**config.mk**
```make
export PLATFORM = sky130hd
export DESIGN_NAME = cnn_pool2x2_stream
export DESIGN_NICKNAME = d
export VERILOG_FILES = /design/src/rtl/cnn_pool_pkg.sv /design/src/rtl/cnn_pool_row_buf.sv /design/src/rtl/cnn_pool2x2_stream.sv
export SDC_FILE = /design/constraint.sdc
export NUM_CORES = 1
export LEC_CHECK = 0
export CAP_MARGIN = 10
export CELL_PAD_IN_SITES_DETAIL_PLACEMENT = 1
export CELL_PAD_IN_SITES_GLOBAL_PLACEMENT = 1
export CORE_ASPECT_RATIO = 2
export CORE_MARGIN = 2
export CORE_UTILIZATION = 59
export DETAILED_ROUTE_END_ITERATION = 10
export DONT_BUFFER_PORTS = 1
export GPL_TIMING_DRIVEN = 0
export MAX_ROUTING_LAYER = met4
export PLACE_DENSITY = 0.92
export SYNTH_ARGS = -nofsm -noshare
export SYNTH_HDL_FRONTEND = slang
export SYNTH_SLANG_ARGS = --single-unit
```
**constraint.sdc**
```tcl
create_clock -name clk_i -period 12.2 [get_ports clk_i]
set_input_delay 1.22 -clock clk_i [delete_from_list [all_inputs] [get_ports clk_i]]
set_output_delay 1.22 -clock clk_i [all_outputs]
set_load 0.02 [all_outputs]
```
**src/rtl/cnn_pool_pkg.sv**
```systemverilog
// Shared types and default dimensions for the streaming 2x2 max-pool stage.
package cnn_pool_pkg;

    localparam int unsigned POOL_IMG_W = 26;
    localparam int unsigned POOL_IMG_H = 26;
    localparam int unsigned POOL_DW    = 32;

    typedef enum logic {
        ROW_EVEN = 1'b0,
        ROW_ODD  = 1'b1
    } pool_phase_t;

    // Index width that stays at least one bit for degenerate sizes.
    function automatic int unsigned clog2_min1(input int unsigned v);
        return (v > 1) ? $clog2(v) : 1;
    endfunction

endpackage

```
**src/rtl/cnn_pool_row_buf.sv**
```systemverilog
// Half-width row buffer: holds the horizontal pair maxima of the even row.
module cnn_pool_row_buf
    import cnn_pool_pkg::*;
#(
    parameter int unsigned DEPTH      = POOL_IMG_W / 2,
    parameter int unsigned DATA_WIDTH = POOL_DW,
    parameter int unsigned ADDR_W     = clog2_min1(DEPTH)
) (
    input  logic                  clk_i,
    input  logic                  wr_en_i,
    input  logic [ADDR_W-1:0]     wr_addr_i,
    input  logic [DATA_WIDTH-1:0] wr_data_i,
    input  logic [ADDR_W-1:0]     rd_addr_i,
    output logic [DATA_WIDTH-1:0] rd_data_o
);

    logic [DATA_WIDTH-1:0] mem_q [DEPTH];

    // Contents need no reset: every entry is written on the even row before the odd row reads it.
    always_ff @(posedge clk_i) begin
        if (wr_en_i) begin
            mem_q[wr_addr_i] <= wr_data_i;
        end
    end

    assign rd_data_o = mem_q[rd_addr_i];

endmodule

```
**src/rtl/cnn_pool2x2_stream.sv**
```systemverilog
// Streaming 2x2 / stride-2 signed max-pool over a raster-order valid/ready feature-map stream.
module cnn_pool2x2_stream
    import cnn_pool_pkg::*;
#(
    parameter int unsigned DATA_WIDTH = POOL_DW,
    parameter int unsigned IMG_WIDTH  = POOL_IMG_W,
    parameter int unsigned IMG_HEIGHT = POOL_IMG_H
) (
    input  logic                  clk_i,
    input  logic                  rst_i,
    input  logic                  clear_i,
    input  logic [DATA_WIDTH-1:0] in_data_i,
    input  logic                  in_valid_i,
    output logic                  in_ready_o,
    output logic [DATA_WIDTH-1:0] out_data_o,
    output logic                  out_valid_o,
    input  logic                  out_ready_i,
    output logic                  frame_done_o,
    output logic                  busy_o
);

    localparam int unsigned COL_W     = clog2_min1(IMG_WIDTH);
    localparam int unsigned ROW_W     = clog2_min1(IMG_HEIGHT);
    localparam int unsigned BUF_DEPTH = IMG_WIDTH / 2;
    localparam int unsigned ADDR_W    = clog2_min1(BUF_DEPTH);

    generate
        if (IMG_WIDTH < 2 || (IMG_WIDTH % 2) != 0) begin : g_bad_width
            $error("cnn_pool2x2_stream: IMG_WIDTH must be even and >= 2");
        end
        if (IMG_HEIGHT < 2 || (IMG_HEIGHT % 2) != 0) begin : g_bad_height
            $error("cnn_pool2x2_stream: IMG_HEIGHT must be even and >= 2");
        end
    endgenerate

    function automatic logic signed [DATA_WIDTH-1:0] smax(
        input logic signed [DATA_WIDTH-1:0] a,
        input logic signed [DATA_WIDTH-1:0] b
    );
        return (a > b) ? a : b;
    endfunction

    pool_phase_t                   phase_q, phase_d;
    logic [COL_W-1:0]              col_q, col_d;
    logic [ROW_W-1:0]              row_q, row_d;
    logic signed [DATA_WIDTH-1:0]  hmax_q, hmax_d;
    logic signed [DATA_WIDTH-1:0]  out_data_q, out_data_d;
    logic                          out_valid_q, out_valid_d;
    logic                          last_q, last_d;

    logic signed [DATA_WIDTH-1:0]  in_data_s;
    logic signed [DATA_WIDTH-1:0]  pair_max;
    logic signed [DATA_WIDTH-1:0]  tile_max;
    logic [DATA_WIDTH-1:0]         buf_rd_data;
    logic [ADDR_W-1:0]             buf_addr;
    logic                          buf_we;
    logic                          col_last, row_last;
    logic                          producing_pos;
    logic                          in_beat, out_beat;

    assign in_data_s     = $signed(in_data_i);
    assign col_last      = (col_q == COL_W'(IMG_WIDTH - 1));
    assign row_last      = (row_q == ROW_W'(IMG_HEIGHT - 1));
    assign producing_pos = (phase_q == ROW_ODD) && col_q[0];
    assign buf_addr      = ADDR_W'(col_q >> 1);

    // Only the tile-completing position can be held off, and only while the output is stalled.
    assign in_ready_o = !(producing_pos && out_valid_q && !out_ready_i);
    assign in_beat    = in_valid_i && in_ready_o;
    assign out_beat   = out_valid_q && out_ready_i;

    assign pair_max = smax(hmax_q, in_data_s);
    assign tile_max = smax(pair_max, $signed(buf_rd_data));

    cnn_pool_row_buf #(
        .DEPTH      (BUF_DEPTH),
        .DATA_WIDTH (DATA_WIDTH),
        .ADDR_W     (ADDR_W)
    ) u_row_buf (
        .clk_i     (clk_i),
        .wr_en_i   (buf_we),
        .wr_addr_i (buf_addr),
        .wr_data_i (pair_max),
        .rd_addr_i (buf_addr),
        .rd_data_o (buf_rd_data)
    );

    // Next-state: raster counters, row phase, horizontal pair max and output register.
    always_comb begin
        phase_d     = phase_q;
        col_d       = col_q;
        row_d       = row_q;
        hmax_d      = hmax_q;
        out_data_d  = out_data_q;
        out_valid_d = out_valid_q;
        last_d      = last_q;
        buf_we      = 1'b0;

        if (clear_i) begin
            phase_d     = ROW_EVEN;
            col_d       = '0;
            row_d       = '0;
            hmax_d      = '0;
            out_data_d  = '0;
            out_valid_d = 1'b0;
            last_d      = 1'b0;
        end else begin
            if (out_beat) begin
                out_valid_d = 1'b0;
                last_d      = 1'b0;
            end
            if (in_beat) begin
                if (!col_q[0]) begin
                    hmax_d = in_data_s;
                end else if (phase_q == ROW_EVEN) begin
                    buf_we = 1'b1;
                end else begin
                    out_data_d  = tile_max;
                    out_valid_d = 1'b1;
                    last_d      = col_last && row_last;
                end

                if (col_last) begin
                    col_d   = '0;
                    row_d   = row_last ? '0 : row_q + ROW_W'(1);
                    phase_d = (phase_q == ROW_EVEN) ? ROW_ODD : ROW_EVEN;
                end else begin
                    col_d = col_q + COL_W'(1);
                end
            end
        end
    end

    always_ff @(posedge clk_i or posedge rst_i) begin
        if (rst_i) begin
            phase_q     <= ROW_EVEN;
            col_q       <= '0;
            row_q       <= '0;
            hmax_q      <= '0;
            out_data_q  <= '0;
            out_valid_q <= 1'b0;
            last_q      <= 1'b0;
        end else begin
            phase_q     <= phase_d;
            col_q       <= col_d;
            row_q       <= row_d;
            hmax_q      <= hmax_d;
            out_data_q  <= out_data_d;
            out_valid_q <= out_valid_d;
            last_q      <= last_d;
        end
    end

    assign out_data_o   = out_data_q;
    assign out_valid_o  = out_valid_q;
    assign frame_done_o = out_beat && last_q && !clear_i;
    assign busy_o       = (col_q != '0) || (row_q != '0) || out_valid_q;

endmodule
```
==> out/results.tsv, run 1 <==
stage	metric	value	unit
status	status	complete, no violations	
detailed_routing	drt pass-1 iters	6	
detailed_routing	M1 WL	22580	µm
synthesis	Most used DFF post-synth	edfxtp_1	
die	Core Region	35800	µm²
clock_network	hold buffers post-CTS	0	
detailed_routing	1st-iter DRT viols	2084	
layout	P&R area growth vs syn	12.70	%
synthesis	sequential fraction of the synthesis area	67.29	%
synthesis	YS warnings	0	
layout	fraction of layout cells with a size suffix above 1	19.11	%
timing	part of the cycle the worst path needs	67.65	%
timing	Final Worst Setup Slack	3.947	ns
global_route	initial antenna violation count	1	
synthesis	commonest cells in the netlist	416 x edfxtp_1, 128 x mux4_2, 128 x nand2_1	
timing	Hold Vio Cnt, Final	0	
timing	RSZ-0062 raised after global routing	false	
critical_path	maximum fanout along the worst path	15	
clock_network	clk buf depth	3	
detailed_routing	WL/cell	40.88	µm
placement	pre-CTS setup slack	3.853	ns
synthesis	Seq cells post-synth	493	
power	Peak VDD IR	161.2	µV
die	full die area	37950	µm²
critical_path	CP arrival	8.69	ns
clock_network	clock latency on the worst-skew pair	0.59	ns
clock_network	total CTS buffers	41	
timing	maximum clock frequency	0.1212	GHz
synthesis	Async S/R FF share, synth	15.62	%
die	Initial Util	59.85	%
clock_network	cts repair resizes	0	
clock_network	# clock sinks	493	
layout	Post-layout nets	1528	
synthesis	Post-synth EDFFs	416	
die	I/O pin count	73	
placement	Area after DPL	22610	µm²
global_route	vias in the first global route	15950	
global_route	gr usage total	43.17	%
synthesis	synthesized instance count	1330	
hold_path	Hold WC Path Type	in -> async	
critical_path	WP data required	12.64	ns
clock_network	Setup Buffers After CTS	0	
timing	Fin Clk Skew	0.03000	ns
die	die extent in y	273.5	µm
critical_path	reg2reg start	hmax_q[27]$_DFFE_PP0P_	
detailed_routing	via count	14620	
timing	setup_tns	0	ns
layout	Final Cell Area	24150	µm²
synthesis	Synth cell types	56	
synthesis	Cell Area, Synth	21430	µm²
critical_path	R2R setup slack	4.18	ns
die	# rows	98	
global_route	gr ovfl total	0	
detailed_routing	highest metal used	met4	
flow_run	max-cap viol count	0	
detailed_routing	vias per cell	7.672	
synthesis	count leader, synth	edfxtp_1	
critical_path	Setup crit end	out_data_o[20]$_DFFE_PP0P_	
synthesis	top cells by area, synth	edfxtp_1 58%, mux4_2 13%, dfrtp_1 9.0%	
synthesis	syn_area_per_cell	16.11	µm²
timing	Slew HR	5.962	%
placement	I/O Buffers	0	
clock_network	H-tree level count	2	
clock_network	Reg clk slew, reported paths	0.08	ns
synthesis	Mapped Nets	1436	
critical_path	Worst setup SP type	input pin	
timing	worst slew pin tran	1.401	ns
detailed_routing	Met2 Wirelength	37620	µm
critical_path	r2r endpoint	out_data_o[20]$_DFFE_PP0P_	
timing	# setup viols final	0	
critical_path	CP startpoint	in_data_i[31]	
clock_network	root buffer cell	clkbuf_16	
detailed_routing	# DRC	0	
global_route	first-pass GRT wire length	112200	µm
synthesis	Yosys top cell area share	58.29	%
critical_path	Worst setup EP type	register	
power	leak pwr	8.302	nW
critical_path	FF-to-FF path depth	18	
detailed_routing	WL final	77930	µm
placement	RD Place Congestion	0.9897	
layout	Fillers	3061	
die	Die Wd	138.8	µm
synthesis	post-synth top area cell	edfxtp_1	
placement	HPWL Detailed	47530	µm
clock_network	CTS tree	done	
detailed_routing	metal3 WL	8717	µm
global_route	largest net degree at the start of global routing	63	
timing	Slew Viols, Final	0	
critical_path	WS Path Type	in -> reg	
detailed_routing	Antenna Nets Post-Route	0	
timing	min Tclk post-route	8.253	ns
power	PwrDens	158.2	nW/µm²
state kept, by name, summed over array words and instances, names as in the netlist:
name	cells
last_q	1
u_row_buf.mem_q	416
hmax_q	32
out_valid_o	1
row_q	5
out_data_o	32
col_q	5
phase_q	1
worst max-delay path: stages:
cell      delay (ns)
inv_1           0.04
ha_1            0.46
nand4_2         0.22
or4_1           0.64
nor3_2          0.35
nor3_1          0.10
a211oi_2        0.53
clkbuf_1        0.76
o21ai_1         0.58
ha_1            0.52
and3_1          0.16
nand4_1         0.17
or2_1           0.33
nor3_1          0.48
nand4_1         0.24
nor3_1          0.73
clkbuf_1        0.70
o211ai_1        0.19
o311a_1         0.25
cell families after synthesis:
group	synth area share (%)
DFF	67.29
muxes	13.71
adders and majority gates	4.029
and+or+nand+nor	6.434
buffers and inverters	2.698
AOI/OAI and AO/OA	5.763
xor gates and xnor gates	0.08176
layout make-up:
class / instances / area [µm²] / area share (%)
diodes: 1 / 2.502 / 0.01036
clock buffers: 50 / 1122 / 4.647
inverters: 71 / 269.0 / 1.114
multi-input cells: 690 / 6520 / 27.00
clock inverters: 26 / 381.6 / 1.580
well taps: 450 / 563.0 / 2.331
plain buffers: 76 / 311.5 / 1.290
flip-flops and latches: 493 / 14420 / 59.70
repair buffers: 49 / 561.8 / 2.326
worst min path at each step:
stage / to / depth (start not counted) / startpoint / slack, ns
floorplan: row_q[4]$_DFFE_PP0P_ / 1 / row_q[4]$_DFFE_PP0P_ / 0.45
global placement: row_q[4]$_DFFE_PP0P_ / 1 / row_q[4]$_DFFE_PP0P_ / 0.48
detailed placement: row_q[4]$_DFFE_PP0P_ / 1 / row_q[4]$_DFFE_PP0P_ / 0.50
CTS: col_q[0]$_DFFE_PP0P_ / 1 / rst_i / 0.47
global route: col_q[4]$_DFFE_PP0P_ / 1 / rst_i / 0.48
finish: col_q[0]$_DFFE_PP0P_ / 1 / rst_i / 0.46
metal layers:
layer | track usage [%] | vias to the layer above
li1 | - | 5370
met1 | 44.17 | 7199
met2 | 67.44 | 1494
met3 | 12.07 | 559
met4 | 38.57 | 0
met5 | - | -
where the power goes:
group,switching [W],total (W),internal [W]
sequential,0.0000209,0.00190,0.00188
combinational,0.000288,0.000404,0.000116
clock,0.000660,0.00151,0.000854
cells in the final DEF (no fill, tap or decap), types with 27 or more instances in the layout:
master / Yosys / routed
clkbuf_1: 60 / 65
edfxtp_1: 416 / 416
clkbuf_16: 0 / 43
nor2_1: 67 / 58
dfrtp_1: 77 / 77
ha_1: 69 / 69
o211ai_1: 44 / 44
inv_1: 71 / 70
a21oi_1: 59 / 59
mux4_2: 128 / 128
nand2_1: 128 / 128
o21ai_0: 47 / 27
per-stage QoR:
step	hold WS, ns	std cells	utilization (%)	power (W)
after floorplan	0.4541	1330	-	0.002143
after detailed placement	0.5000	1826	63.14	0.002296
after global routing	0.4755	1906	67.45	0.003866
after CTS	0.4656	1902	67.34	0.003786
final	0.4620	1906	67.45	0.003820
after global placement	0.4785	1780	61.42	0.002247
No activity file was read; power rests on OpenSTA's default activity.
==> inputs of run 2 (changes only) <==
--- a/config.mk
+++ b/config.mk
@@ -10,12 +10,12 @@
 export CELL_PAD_IN_SITES_GLOBAL_PLACEMENT = 1
 export CORE_ASPECT_RATIO = 2
 export CORE_MARGIN = 2
-export CORE_UTILIZATION = 59
+export CORE_UTILIZATION = 55
 export DETAILED_ROUTE_END_ITERATION = 10
 export DONT_BUFFER_PORTS = 1
 export GPL_TIMING_DRIVEN = 0
 export MAX_ROUTING_LAYER = met4
-export PLACE_DENSITY = 0.92
+export PLACE_DENSITY = 0.87
 export SYNTH_ARGS = -nofsm -noshare
 export SYNTH_HDL_FRONTEND = slang
 export SYNTH_SLANG_ARGS = --single-unit
==> constraint.sdc (replaced) <==
create_clock -name clk_i -period 8.2 [get_ports clk_i]
set_input_delay 0.82 -clock clk_i [delete_from_list [all_inputs] [get_ports clk_i]]
set_output_delay 0.82 -clock clk_i [all_outputs]
set_load 0.02 [all_outputs]
==> run 2 against run 1 <==
  * Critical path depth up 3
  * Sequential cell count unchanged
  * Worst hold slack worse by 0.40 ns
  * Final cell count up 3.9%
  * Critical endpoint is now out_data_o[19]$_DFFE_PP0P_
  * Via count down 8.4%
  * Power up 43%
  * Design area up 0.26%
  * Clock power up 38%
==> out/results.tsv, run 2 (synthesis gave the netlist of run 1 again) <==
stage	metric	value	unit
status	status	complete, no violations	
critical_path	WS Path Type	reg -> reg	
die	full die area	40650	µm²
hold_path	Hold WC Path Type	in -> async	
timing	worst slew pin tran	1.230	ns
critical_path	count of buffer and inverter cells on the critical path	3	
timing	Hold Vio Cnt, Final	0	
clock_network	H-tree level count	2	
clock_network	Setup Buffers After CTS	0	
layout	most frequent cells in the layout	416 x edfxtp_1, 128 x nand2_1, 128 x mux4_2	
layout	fraction of layout cells with a size suffix above 1	19.05	%
timing	RSZ-0062 raised after global routing	false	
critical_path	CP max stage delay	0.69	ns
critical_path	Worst setup EP type	register	
clock_network	cts repair resizes	0	
power	PwrDens	225.8	nW/µm²
layout	Final Core Density	62.82	%
timing	# setup viols final	0	
global_route	gr usage total	34.66	%
global_route	gr ovfl total	0	
timing	Fin Clk Skew	0.01565	ns
flow_run	max-cap viol count	0	
die	I/O pin count	73	
critical_path	CP max-delay cell	or4_1	
timing	setup_tns	0	ns
layout	commonest non-fill, non-tap cell in the layout	edfxtp_1	
clock_network	CTS tree	done	
critical_path	reg2reg start	hmax_q[31]$_DFFE_PP0P_	
timing	Slew Viols, Final	0	
layout	Largest Register	u_row_buf.mem_q	
global_route	met2 usage	58.00	%
critical_path	maximum fanout along the worst path	12	
detailed_routing	via count	13390	
critical_path	CP arrival	7.91	ns
timing	Slew HR	18.01	%
placement	HPWL Detailed	46020	µm
global_route	largest net degree at the start of global routing	65	
die	Die Wd	143.6	µm
detailed_routing	vias per cell	6.764	
critical_path	FF-to-FF path depth	22	
detailed_routing	Antenna Nets Post-Route	0	
global_route	initial antenna violation count	1	
global_route	vias in the first global route	14850	
placement	I/O Buffers	0	
critical_path	CP top delay family	compound AO/OA/AOI/OAI gates	
critical_path	R2R setup slack	0.73	ns
layout	max FFs per register	416	
placement	RD Place Congestion	0.9171	
layout	Post-layout nets	1533	
global_route	GR Util met1	36.82	%
clock_network	clk buf depth	3	
clock_network	total CTS buffers	43	
clock_network	clock latency on the worst-skew pair	0.55	ns
critical_path	WP data required	8.64	ns
timing	min Tclk post-route	7.475	ns
global_route	GR peak layer	met2	
detailed_routing	WL final	66590	µm
layout	P&R area growth vs syn	12.99	%
critical_path	Worst setup SP type	register	
placement	placed cell count	1901	
die	die extent in y	283.2	µm
die	Core Region	38540	µm²
detailed_routing	drt pass-1 iters	5	
clock_network	# clock sinks	493	
clock_network	Reg clk slew, reported paths	0.07	ns
detailed_routing	1st-iter DRT viols	1262	
critical_path	Setup crit end	out_data_o[19]$_DFFE_PP0P_	
power	Peak VDD IR	192.6	µV
timing	maximum clock frequency	0.1338	GHz
timing	part of the cycle the worst path needs	91.16	%
die	# rows	102	
critical_path	CP startpoint	hmax_q[31]$_DFFE_PP0P_	
critical_path	r2r endpoint	out_data_o[19]$_DFFE_PP0P_	
detailed_routing	# DRC	0	
power	Final Power	0.005467	W
detailed_routing	WL/cell	33.63	µm
die	Initial Util	55.60	%
clock_network	hold buffers post-CTS	0	
critical_path	Critical Path Stages	22	
power	leak pwr	8.301	nW
global_route	met3 Track Usage GR	6.405	%
global_route	first-pass GRT wire length	97210	µm
layout	final std cells w/o fill	1980	
critical_path	chain of cells forming the critical path	ha_1 > nand4_2 > or4_1 > nor3_2 > nor3_1 > a211oi_2 > clkbuf_1 > nand2_1 > o21ai_1 > buf_4 > ha_1 > and3_1 > nand4_1 > or2_1 > a221oi_1 > nor2_1 > nor2_1 > a31oi_1 > a311oi_2 > clkbuf_1 > o211ai_1 > o311a_1	
clock_network	root buffer cell	clkbuf_16	
[run 2: worst min-delay path by stage]
stage	from	to	cells past startpoint
after floorplan	row_q[4]$_DFFE_PP0P_	row_q[4]$_DFFE_PP0P_	1
after global placement	row_q[4]$_DFFE_PP0P_	row_q[4]$_DFFE_PP0P_	1
after detailed placement	row_q[4]$_DFFE_PP0P_	row_q[4]$_DFFE_PP0P_	1
after CTS	rst_i	row_q[3]$_DFFE_PP0P_	1
after global routing	rst_i	row_q[1]$_DFFE_PP0P_	1
final	rst_i	row_q[1]$_DFFE_PP0P_	1
[run 2: metal layers]
layer  wire length (µm)  share of wire (%)
met5                  0                  0
met2              34990                 53
met3               4776                7.2
met1              21140                 32
met4               5690                8.5
[run 2: layout make-up]
type | count | area (µm²)
multi-input combinational | 690 | 6520
clock buffer | 52 | 1152
sequential | 493 | 14420
clock inverter | 25 | 261.5
buffer | 76 | 311.5
antenna | 1 | 2.502
tap | 520 | 650.6
inverter | 71 | 269.0
fill | 3507 | 14330
timing repair buffer | 52 | 626.9
[run 2: through the flow]
| step | hold WS, ns | instance area (µm²) | setup WS (ns) |
|---|---|---|---|
| floorplan | 0.4541 | 21430 | 2.338 |
| global placement | 0.4768 | 22080 | 0.5512 |
| detailed placement | 0.5274 | 22780 | 0.3759 |
| CTS | 0.05378 | 24200 | 0.8313 |
| global route | 0.06813 | 24210 | 0.5014 |
| finish | 0.05929 | 24210 | 0.7252 |
[run 2: report_power, final]
part | leakage [nW] | switching, W | internal [W]
Combinational | 2.78 | 0.000380 | 0.000172
Sequential | 4.84 | 0.0000296 | 0.00280
Clock | 0.686 | 0.000922 | 0.00116
Total | 8.30 | 0.00133 | 0.00414
==> inputs of run 3 (changes only) <==
--- a/config.mk
+++ b/config.mk
@@ -5,17 +5,16 @@
 export SDC_FILE = /design/constraint.sdc
 export NUM_CORES = 1
 export LEC_CHECK = 0
-export CAP_MARGIN = 10
 export CELL_PAD_IN_SITES_DETAIL_PLACEMENT = 1
 export CELL_PAD_IN_SITES_GLOBAL_PLACEMENT = 1
 export CORE_ASPECT_RATIO = 2
 export CORE_MARGIN = 2
-export CORE_UTILIZATION = 55
+export CORE_UTILIZATION = 40
 export DETAILED_ROUTE_END_ITERATION = 10
 export DONT_BUFFER_PORTS = 1
 export GPL_TIMING_DRIVEN = 0
 export MAX_ROUTING_LAYER = met4
-export PLACE_DENSITY = 0.87
+export PLACE_DENSITY = 0.68
 export SYNTH_ARGS = -nofsm -noshare
 export SYNTH_HDL_FRONTEND = slang
 export SYNTH_SLANG_ARGS = --single-unit
==> run 3 against run 2 <==
  * Clock skew is 0.0084 ns higher
  * Global-route usage fell by 10 points
  * Clock-buffer cell count decreased by 4
  * Clock power barely moved
  * Utilization shrank 17 points
  * Power is 0.30% higher
  * Register-to-register slack better by 0.67 ns
  * Largest cell class unchanged
  * Setup slack improved by 0.67 ns
==> out/results.tsv, run 3 (synthesis gave the netlist of run 1 again) <==
stage	metric	value	unit
critical_path	WS Path Type	reg -> reg	
critical_path	CP top delay family	simple AND/OR/NAND/NOR gates	
clock_network	root buffer cell	clkbuf_16	
detailed_routing	1st-iter DRT viols	826	
power	leak pwr	8.311	nW
power	Final Power	0.005483	W
timing	min Tclk post-route	6.800	ns
die	Die Wd	167.7	µm
detailed_routing	WL final	65330	µm
die	full die area	55550	µm²
placement	I/O Buffers	0	
clock_network	CTS tree	done	
critical_path	CP max-delay cell	nor3_1	
timing	RSZ-0062 raised after global routing	false	
layout	multi-input logic area	6520	µm²
timing	Slew HR	14.74	%
global_route	initial antenna violation count	0	
critical_path	reg2reg start	hmax_q[23]$_DFFE_PP0P_	
placement	pre-CTS setup slack	0.5609	ns
timing	Final Worst Setup Slack	1.400	ns
critical_path	count of buffer and inverter cells on the critical path	2	
critical_path	Setup crit end	out_data_o[26]$_DFFE_PP0P_	
critical_path	WP data required	8.66	ns
timing	part of the cycle the worst path needs	82.93	%
layout	Largest Register	u_row_buf.mem_q	
placement	RD Place Congestion	0.9132	
layout	fraction of layout cells with a size suffix above 1	19.38	%
clock_network	Reg clk slew, reported paths	0.07	ns
detailed_routing	via count	12620	
flow_run	max-cap viol count	0	
layout	Fillers	5156	
detailed_routing	WL/cell	30.65	µm
layout	commonest non-fill, non-tap cell in the layout	edfxtp_1	
die	Initial Util	40.20	%
critical_path	CP startpoint	hmax_q[23]$_DFFE_PP0P_	
timing	Slew Viols, Final	0	
critical_path	Critical Path Stages	17	
critical_path	chain of cells forming the critical path	ha_1 > nand4_1 > or4_1 > nor3_2 > nor3_1 > a211oi_2 > clkbuf_1 > o21ai_1 > ha_1 > nand4_1 > or2_1 > nor3_1 > nand4_1 > nor3_1 > clkbuf_1 > o211ai_1 > o311a_1	
timing	Fin Clk Skew	0.02406	ns
detailed_routing	vias per cell	5.921	
clock_network	total CTS buffers	42	
layout	P&R area growth vs syn	14.00	%
clock_network	H-tree level count	2	
timing	# setup viols final	0	
timing	maximum clock frequency	0.1471	GHz
layout	Sequential cell area	14420	µm²
power	Peak VDD IR	119.7	µV
placement	HPWL Detailed	47840	µm
die	# rows	120	
power	PwrDens	224.5	nW/µm²
hold_path	Hold WC Path Type	in -> async	
die	die extent in y	331.3	µm
layout	max FFs per register	416	
status	status	complete, no violations	
clock_network	Setup Buffers After CTS	0	
clock_network	# clock sinks	493	
global_route	largest net degree at the start of global routing	52	
detailed_routing	Antenna Nets Post-Route	0	
clock_network	hold buffers post-CTS	0	
detailed_routing	drt pass-1 iters	4	
layout	diode count	0	
global_route	vias in the first global route	13760	
clock_network	cts repair resizes	0	
clock_network	clk buf depth	3	
timing	Hold Vio Cnt, Final	0	
critical_path	Worst setup EP type	register	
timing	setup_tns	0	ns
global_route	gr ovfl total	0	
critical_path	R2R setup slack	1.40	ns
timing	worst slew pin tran	1.279	ns
clock_network	clock latency on the worst-skew pair	0.58	ns
critical_path	r2r endpoint	out_data_o[26]$_DFFE_PP0P_	
critical_path	Worst setup SP type	register	
layout	Post-layout nets	1534	
die	Core Region	53300	µm²
global_route	gr usage total	24.52	%
critical_path	FF-to-FF path depth	17	
global_route	first-pass GRT wire length	94760	µm
layout	most frequent cells in the layout	416 x edfxtp_1, 128 x nand2_1, 128 x mux4_2	
die	I/O pin count	73	
critical_path	maximum fanout along the worst path	15	
detailed_routing	# DRC	0	
critical_path	CP arrival	7.26	ns
critical_path	CP max stage delay	0.65	ns
[run 3: cell types whose count changed in the layout (fill, tap and decap cells not counted), moves of 2 or more]
| cell | change |
|---|---|
| o21ai_0 | -4 |
| bufinv_16 | +2 |
| clkinv_1 | -2 |
| buf_16 | -4 |
| clkbuf_16 | -3 |
| buf_6 | +4 |
| buf_12 | +4 |
| o21ai_1 | +4 |
| clkbuf_1 | -2 |
| buf_2 | -2 |
[run 3: worst min path at each step]
stage | cells after the start | slack, ns | to | start
global route | 1 | 0.15 | hmax_q[26]$_DFFE_PP0P_ | rst_i
CTS | 1 | 0.12 | hmax_q[26]$_DFFE_PP0P_ | rst_i
detailed placement | 1 | 0.52 | row_q[4]$_DFFE_PP0P_ | row_q[4]$_DFFE_PP0P_
global placement | 1 | 0.48 | row_q[4]$_DFFE_PP0P_ | row_q[4]$_DFFE_PP0P_
finish | 1 | 0.13 | hmax_q[26]$_DFFE_PP0P_ | rst_i
floorplan | 1 | 0.45 | row_q[4]$_DFFE_PP0P_ | row_q[4]$_DFFE_PP0P_
[run 3: layer usage]
metal	track usage, %	routed length [µm]	share of wire, %
met3	3.818	3266	5.0
met1	24.98	22090	34
met2	45.37	36350	56
met5	-	0	0
met4	11.90	3621	5.5
[run 3: final cells by class]
| type | instances | area share, % |
|---|---|---|
| timing repair buffer | 54 | 2.617 |
| inverter | 71 | 1.101 |
| multi-input combinational | 690 | 26.69 |
| clock inverter | 28 | 1.419 |
| clock buffer | 48 | 4.436 |
| sequential | 493 | 59.02 |
| tap | 671 | 3.437 |
| buffer | 76 | 1.275 |
[run 3: worst reg2reg max path: stages, from the launching register on]
cell	delay, ns
dfrtp_1	0.40
ha_1	0.34
nand4_1	0.29
or4_1	0.64
nor3_2	0.28
nor3_1	0.08
a211oi_2	0.44
clkbuf_1	0.57
o21ai_1	0.49
ha_1	0.45
nand4_1	0.15
or2_1	0.30
nor3_1	0.50
nand4_1	0.23
nor3_1	0.65
clkbuf_1	0.53
o211ai_1	0.17
o311a_1	0.19
[run 3: power by group]
part	switching (W)	internal [W]
sequential	0.0000287	0.00280
combinational	0.000363	0.000174
clock	0.000938	0.00118
total	0.00133	0.00415
[run 3: stage by stage]
step	std cells	hold slack (ns)	utilization, %	cell area (µm²)
after floorplan	1330	0.4541	-	21430
after global placement	2001	0.4798	41.78	22270
after detailed placement	2053	0.5209	43.12	22980
after CTS	2129	0.1199	45.80	24410
after global routing	2131	0.1469	45.83	24430
final	2131	0.1265	45.83	24430
